File: src/rtl/loader_pkg.sv
// Shared types and constants for the instruction-memory boot loader.
package loader_pkg;

    typedef enum logic [2:0] {
        StIdle,
        StLenHi,
        StLenLo,
        StData,
        StCsum,
        StDone,
        StError
    } loader_state_e;

    localparam int unsigned LEN_BYTES  = 2;
    localparam int unsigned WORD_BYTES = 4;

endpackage

File: src/rtl/byte_packer.sv
// Packs an MSB-first byte stream into 32-bit words and flags the byte completing each word.
module byte_packer
    import loader_pkg::*;
(
    input  logic        clk,
    input  logic        rst_n,
    input  logic        clear,
    input  logic        shift,
    input  logic [7:0]  in_data,
    output logic [31:0] word_next,
    output logic        word_valid
);

    logic [23:0] word_q;
    logic [1:0]  cnt_q;

    // Completed word as it stands once the current byte is shifted in.
    assign word_next  = {word_q, in_data};
    assign word_valid = shift && (cnt_q == 2'(WORD_BYTES - 1));

    always_ff @(posedge clk or negedge rst_n) begin
        if (!rst_n) begin
            word_q <= '0;
            cnt_q  <= '0;
        end else if (clear) begin
            word_q <= '0;
            cnt_q  <= '0;
        end else if (shift) begin
            word_q <= word_next[23:0];
            cnt_q  <= cnt_q + 2'd1;
        end
    end

endmodule

File: src/rtl/imem_loader.sv
// Boot-time loader: parses a length/data/checksum frame, writes words into instruction
// memory and holds the CPU in reset until a verified image is in place.
module imem_loader
    import loader_pkg::*;
#(
    parameter int unsigned MAX_WORDS = 256,
    parameter logic [31:0] BASE_ADDR = 32'h0000_0000
) (
    input  logic        clk,
    input  logic        rst_n,
    input  logic        start,
    input  logic [7:0]  in_data,
    input  logic        in_valid,
    output logic        in_ready,
    output logic        imem_we,
    output logic [31:0] imem_addr,
    output logic [31:0] imem_wdata,
    output logic        cpu_rst_n,
    output logic        busy,
    output logic        done,
    output logic        error,
    output logic [15:0] words_written
);

    loader_state_e state_q;
    logic [7:0]    acc_q;
    logic [7:0]    len_hi_q;
    logic [15:0]   len_q;
    logic [15:0]   len_next;
    logic          can_start;
    logic          pk_shift;
    logic          word_valid;
    logic [31:0]   word_next;

    assign in_ready  = state_q inside {StLenHi, StLenLo, StData, StCsum};
    assign len_next  = {len_hi_q, in_data};
    assign can_start = start && (state_q inside {StIdle, StDone, StError});
    assign pk_shift  = in_valid && (state_q == StData);

    byte_packer u_packer (
        .clk        (clk),
        .rst_n      (rst_n),
        .clear      (can_start),
        .shift      (pk_shift),
        .in_data    (in_data),
        .word_next  (word_next),
        .word_valid (word_valid)
    );

    always_ff @(posedge clk or negedge rst_n) begin
        if (!rst_n) begin
            state_q       <= StIdle;
            acc_q         <= '0;
            len_hi_q      <= '0;
            len_q         <= '0;
            imem_we       <= 1'b0;
            imem_addr     <= '0;
            imem_wdata    <= '0;
            cpu_rst_n     <= 1'b0;
            busy          <= 1'b0;
            done          <= 1'b0;
            error         <= 1'b0;
            words_written <= '0;
        end else begin
            imem_we <= 1'b0;
            unique case (state_q)
                StIdle, StDone, StError: begin
                    if (start) begin
                        state_q       <= StLenHi;
                        acc_q         <= '0;
                        words_written <= '0;
                        cpu_rst_n     <= 1'b0;
                        busy          <= 1'b1;
                        done          <= 1'b0;
                        error         <= 1'b0;
                    end
                end
                StLenHi: begin
                    if (in_valid) begin
                        len_hi_q <= in_data;
                        acc_q    <= acc_q ^ in_data;
                        state_q  <= StLenLo;
                    end
                end
                StLenLo: begin
                    if (in_valid) begin
                        acc_q <= acc_q ^ in_data;
                        len_q <= len_next;
                        if (32'(len_next) > MAX_WORDS) begin
                            state_q <= StError;
                            error   <= 1'b1;
                            busy    <= 1'b0;
                        end else if (len_next == '0) begin
                            state_q <= StCsum;
                        end else begin
                            state_q <= StData;
                        end
                    end
                end
                StData: begin
                    if (in_valid) begin
                        acc_q <= acc_q ^ in_data;
                    end
                    // Write is registered, so it issues in the cycle after the 4th byte.
                    if (word_valid) begin
                        imem_we       <= 1'b1;
                        imem_addr     <= BASE_ADDR + 32'(WORD_BYTES) * 32'(words_written);
                        imem_wdata    <= word_next;
                        words_written <= words_written + 16'd1;
                        if (words_written + 16'd1 == len_q) begin
                            state_q <= StCsum;
                        end
                    end
                end
                StCsum: begin
                    if (in_valid) begin
                        busy <= 1'b0;
                        if (in_data == acc_q) begin
                            state_q   <= StDone;
                            done      <= 1'b1;
                            cpu_rst_n <= 1'b1;
                        end else begin
                            state_q <= StError;
                            error   <= 1'b1;
                        end
                    end
                end
            endcase
        end
    end

endmodule
File: config.mk
export PLATFORM = sky130hd
export DESIGN_NAME = imem_loader
export DESIGN_NICKNAME = d
export VERILOG_FILES = /design/src/rtl/loader_pkg.sv /design/src/rtl/byte_packer.sv /design/src/rtl/imem_loader.sv
export SDC_FILE = /design/constraint.sdc
export NUM_CORES = 1
export LEC_CHECK = 0
export CAP_MARGIN = 30
export CELL_PAD_IN_SITES_DETAIL_PLACEMENT = 0
export CELL_PAD_IN_SITES_GLOBAL_PLACEMENT = 1
export CORE_MARGIN = 8
export CORE_UTILIZATION = 25
export CTS_BUF_LIST = sky130_fd_sc_hd__clkbuf_8
export DETAILED_ROUTE_END_ITERATION = 7
export PLACE_DENSITY_LB_ADDON = 0.2
export SYNTH_ARGS = -nofsm -noshare
export SYNTH_HDL_FRONTEND = slang
export SYNTH_SLANG_ARGS = --single-unit
File: constraint.sdc
create_clock -name clk -period 2.24 [get_ports clk]
set_clock_uncertainty 0.15 [all_clocks]
set_input_delay 0.448 -clock clk [delete_from_list [all_inputs] [get_ports clk]]
set_output_delay 0.448 -clock clk [all_outputs]
set_load 0.03 [all_outputs]
# Word level (Yosys, flattened, before mapping)
# Index checks and enable logic that the tools add are counted.
[word_totals]
elab_cells = 95
latchBits = 0
mem_count = 0
regBits = 129
mem_bits_ro = 0
ram_bits = 0
input_bits = 12
out_inout_bits = 86
[classes]
n_eq_ne = 19
bitwise = 1
shifts = 0
div_mod_pow = 0
n_lt_le_gt_ge = 1
addsub = 2
n_reduce_logical = 23
mul = 0
muxes = 36
[ops]
columns = ["operator", "n"]
rows = [
  ["$mux W24", 2],
  ["$mux W16", 2],
  ["$pmux W16 S2", 1],
  ["$mux W3", 8],
  ["$add A16 B1 Y16 const B", 1],
  ["$eq A16 B16 Y1", 1],
  ["$gt A16 B9 Y1 const B", 1],
  ["$logic_not A16 Y1", 1],
  ["$mux W8", 2],
  ["$pmux W8 S2", 1],
  ["$pmux W3 S5", 1],
  ["$mux W1", 13],
  ["$reduce_and A6 Y1", 2],
  ["$ne A2 B1 Y1 const B", 5],
  ["$ne A2 B2 Y1 const B", 5],
  ["$eq A3 B3 Y1 const B", 3],
  ["$eq A8 B8 Y1", 1],
  ["$reduce_bool A2 Y1", 4],
  ["$xor A8 B8 Y8", 1],
  ["$eq A3 B2 Y1 const B", 2],
  ["$mux W2", 3],
  ["$pmux W1 S3", 2],
  ["$reduce_and A2 Y1", 3],
  ["$reduce_and A3 Y1", 2],
  ["other kinds (11)", 15],
]

# Logic depth before layout (Yosys ltp)
[depth]
ltp_word = 5
depth_mapped = 9
mapped_depth_nobuf = 8

# By module
# From an unflattened synthesis, not the netlist that was laid out.
[unflattened]
cells_unflattened = 661
area_unflattened_um2 = 6252.2
[modules_own_cells]
columns = ["mod", "instances", "seq_area_each_um2", "area_per_inst_um2", "cells_each"]
rows = [
  ["imem_loader", 1, 2577.5, 5098.6, 567],
  ["byte_packer", 1, 650.6, 1153.6, 94],
]

# Least setup slack after synthesis
# No wires, ideal clock.
[synth_path]
path_kind = "register to register"
from = "reg words_written[0]"
to = "reg state_q[1]"
path_slack_ns = -0.275
synth_period_minus_slack_ns = 2.515
path_stages_with_launch = 8
n_path_buf = 0
setup_ns = 0.124
arrival_ns = 2.241
required_ns = 1.966
cell_sequence = "dfrtp_1 > ha_1 > or3b_2 > a211oi_1 > nor3_1 > a211oi_2 > a41oi_1 > a211o_1"
[synth_via]
elab_chain_cells = 4
[synth_rtl]
columns = ["item", "line", "source"]
rows = [
  ["start: declaration", "imem_loader.sv:22", "output logic [15:0] words_written"],
  ["start signal: assignment", "imem_loader.sv:109", "words_written <= words_written + 16'd1;"],
  ["$add A16 B1 Y16", "imem_loader.sv:110", "if (words_written + 16'd1 == len_q) begin"],
  ["$eq A16 B16 Y1", "imem_loader.sv:110", ""],
  ["$ne A2 B1 Y1 (no source line)", "n/a", ""],
  ["$reduce_and A6 Y1 (no source line)", "n/a", ""],
  ["end signal: assignment", "imem_loader.sv:111", "state_q <= StCsum;"],
  ["end signal: assignment", "imem_loader.sv:119", "state_q <= StDone;"],
  ["end signal: assignment", "imem_loader.sv:123", "state_q <= StError;"],
  ["end: declaration", "imem_loader.sv:25", "loader_state_e state_q;"],
]
# Every way passes these cells.
# A chain may end at the register's enable or synchronous reset.

# Worst setup path in the final report
# Same ends and word-level chain as after synthesis.

==> results_dict.tcl <==
set metrics [dict create \
    clockBufferDepth 2 \
    fin_nets 821 \
    drt-total-wl_mm 17.6 \
    num_rows 57 \
    grt_pass1_wl_mm 29.1 \
    route.detailed.drc 0 \
    vias 5117 \
    cts.clk_slew.worst_paths_ns 0.08 \
    cts_made_buffers 17 \
    antenna_found_initial 0 \
    dpl.hpwl_mm 13.0 \
    min_period_ns 2.20 \
    synth-edff-count 0 \
    vdd_drop_max_uv 569 \
    antenna_left 0 \
    areaGrowthSynthToFinish_pct 33.5 \
    max_freq_ghz 0.454 \
    port_buffers 81 \
    leakage_uw 0.00391 \
    layout_commonest_cell "nand2_1" \
    synth_area_per_cell_um2 9.24 \
    critPathMaxFanout 6 \
    cp-start-kind "flop" \
    reg2regPathDepth 7 \
    chipWidth_um 174 \
    h-tree-depth 4 \
    synth_cell_types 60 \
    min_path_cells 2 \
    dr.pass1.iters 4 \
    root_buffer "clkbuf_8" \
    fin_area_um2 8290 \
    cts_tree "built" \
    ys_warn_count 0 \
    synthCells 672 \
    start_util_pct 25.5 \
    grt-ovfl-total 0 \
    path_class "flop to flop" \
    status "complete, no violations" \
    vias_per_cell 4.47 \
    place_congestion 0.805 \
    diodes 0 \
    slew_viol_final 0 \
    final_hold_viol_count 0 \
    grt_pass1_vias 5339 \
    placed_area_um2 7870 \
    drt_iter0_markers 271 \
    worstPathArrival_ns 2.38 \
    drive_gt1_share_pct 21.1 \
    drv_cap 0 \
    cts.sinks 129 \
    wire_per_inst_um 15.4 \
    coreArea_um2 24300 \
    grt.total_usage_pct 11.9 \
    syn_area_um2 6210 \
    fin_cells 1144 \
    seq_area_frac_synth_pct 52.0 \
    async_flop_share_pct 100 \
    clock_latency_ns 0.44 \
    ys.flop_type "dfrtp_1" \
    cp.required_ns 2.42 \
    dieArea_um2 30100 \
    endpoint_kind "flop" \
    grt_max_degree 52 \
    most-common-layout-cells "nand2_1, dfrtp_1, buf_4" \
    fin_crit_sh_pct 98.4 \
    boundaryPins 98 \
    p_per_area_nw_per_um2 1110 \
    place_inst 1108 \
    rsz0062_at_grt "yes" \
    hold_class "flop to flop" \
    die_y_um 174 \
    yosys_register_bits 129 \
    final-setup-viol-count 0 \
]
## cells in the mapped netlist, drive strengths merged (5+ instances only)
master	count	area [um^2]
dfrtp	129	3230
a21oi	42	210
and2	5	32.5
xor2	20	175
clkbuf	23	87.6
a31oi	7	43.8
nor2	25	101
nand2	205	769
and3	6	37.5
o21ai	41	205
nand3	18	103
inv	6	22.5
mux2	25	282
buf	40	248
nor4	8	71.3
xnor2	8	70.1
## worst paths after layout
path	startpoint	slack [ns]	endpoint
max in group asynchronous	rst_n	0.94	acc_q[3]$_DFFE_PN0P_
setup reg to reg	words_written[0]$_DFFE_PN0P_	0.04	state_q[1]$_DFFE_PN0P_
hold / removal	u_packer.word_q[18]$_DFFE_PN0P_	0.32	imem_wdata[26]$_DFFE_PN0P_
min in group asynchronous	rst_n	0.33	imem_addr[15]$_DFFE_PN0P_
hold reg to reg	u_packer.word_q[18]$_DFFE_PN0P_	0.32	imem_wdata[26]$_DFFE_PN0P_
setup / recovery	words_written[0]$_DFFE_PN0P_	0.04	state_q[1]$_DFFE_PN0P_
## metrics by stage
step                      hold slack, ns  setup WS (ns)  util, %  total power (uW)  setup TNS [ns]
final                              0.325         0.0353     34.1              9240               0
after global routing               0.345        -0.0612     34.1              9880         -0.0736
after CTS                          0.318        0.00314     34.1              9370               0
after detailed placement           0.269         -0.308     32.4              7330           -5.13
after global placement             0.257         -0.423     32.3              7250          -10.62
after floorplan                  0.00241         0.0155        -              5840               0
## sequential cells by signal, indices dropped and copies added, names as in the netlist
name / cells
len_hi_q: 8
imem_we: 1
acc_q: 8
words_written: 16
busy: 1
imem_addr: 16
state_q: 3
len_q: 16
imem_wdata: 32
error: 1
u_packer.word_q: 24
u_packer.cnt_q: 2
done: 1
## report_power, final
group / switching (uW) / internal, uW
clock network: 964 / 1010
logic: 2000 / 1640
registers: 545 / 3080
## routing by layer
layer	part of all wire, %	track usage (%)	routed length [um]
met3	4.6	2.79	814
met1	50	16.4	8830
met5	0	0	0
met2	44	18.1	7740
met4	1.2	4.10	212
## cells by family after synthesis
kind of cell               synth area share [%]
buffers and inverters                      5.76
muxes                                      4.86
other                                    0.0604
AOI/OAI and AO/OA                          11.3
adders and majority gates                 0.403
xor gates and xnor gates                   3.95
DFF                                        52.0
and+or+nand+nor                            21.6
## critical path, stage by stage, from the launching register on
cell	delay [ns]
dfrtp_2	0.43
ha_4	0.19
or3b_4	0.38
a211oi_2	0.24
nor3_2	0.09
a211oi_2	0.18
a41oi_2	0.18
a211o_1	0.26
## cell type report
type | count | area, um^2
flip-flops and latches | 129 | 3240
clock buffers | 18 | 248
multi-input cells | 489 | 2750
well taps | 324 | 405
repair buffers | 164 | 1490
clock inverters | 14 | 141
inverters | 6 | 22.5
fillers | 2554 | 16000
## repair_timing
item                       4_1_cts  5_1_grt
gates resized for setup         18        2
hold endpoints to repair        25        0
setup buffers                    3        0
cloned                           0        0
pin swaps                        5        1
setup endpoints to repair       16        8
hold buffers                     1        0
No activity file was read; power rests on OpenSTA's default activity.
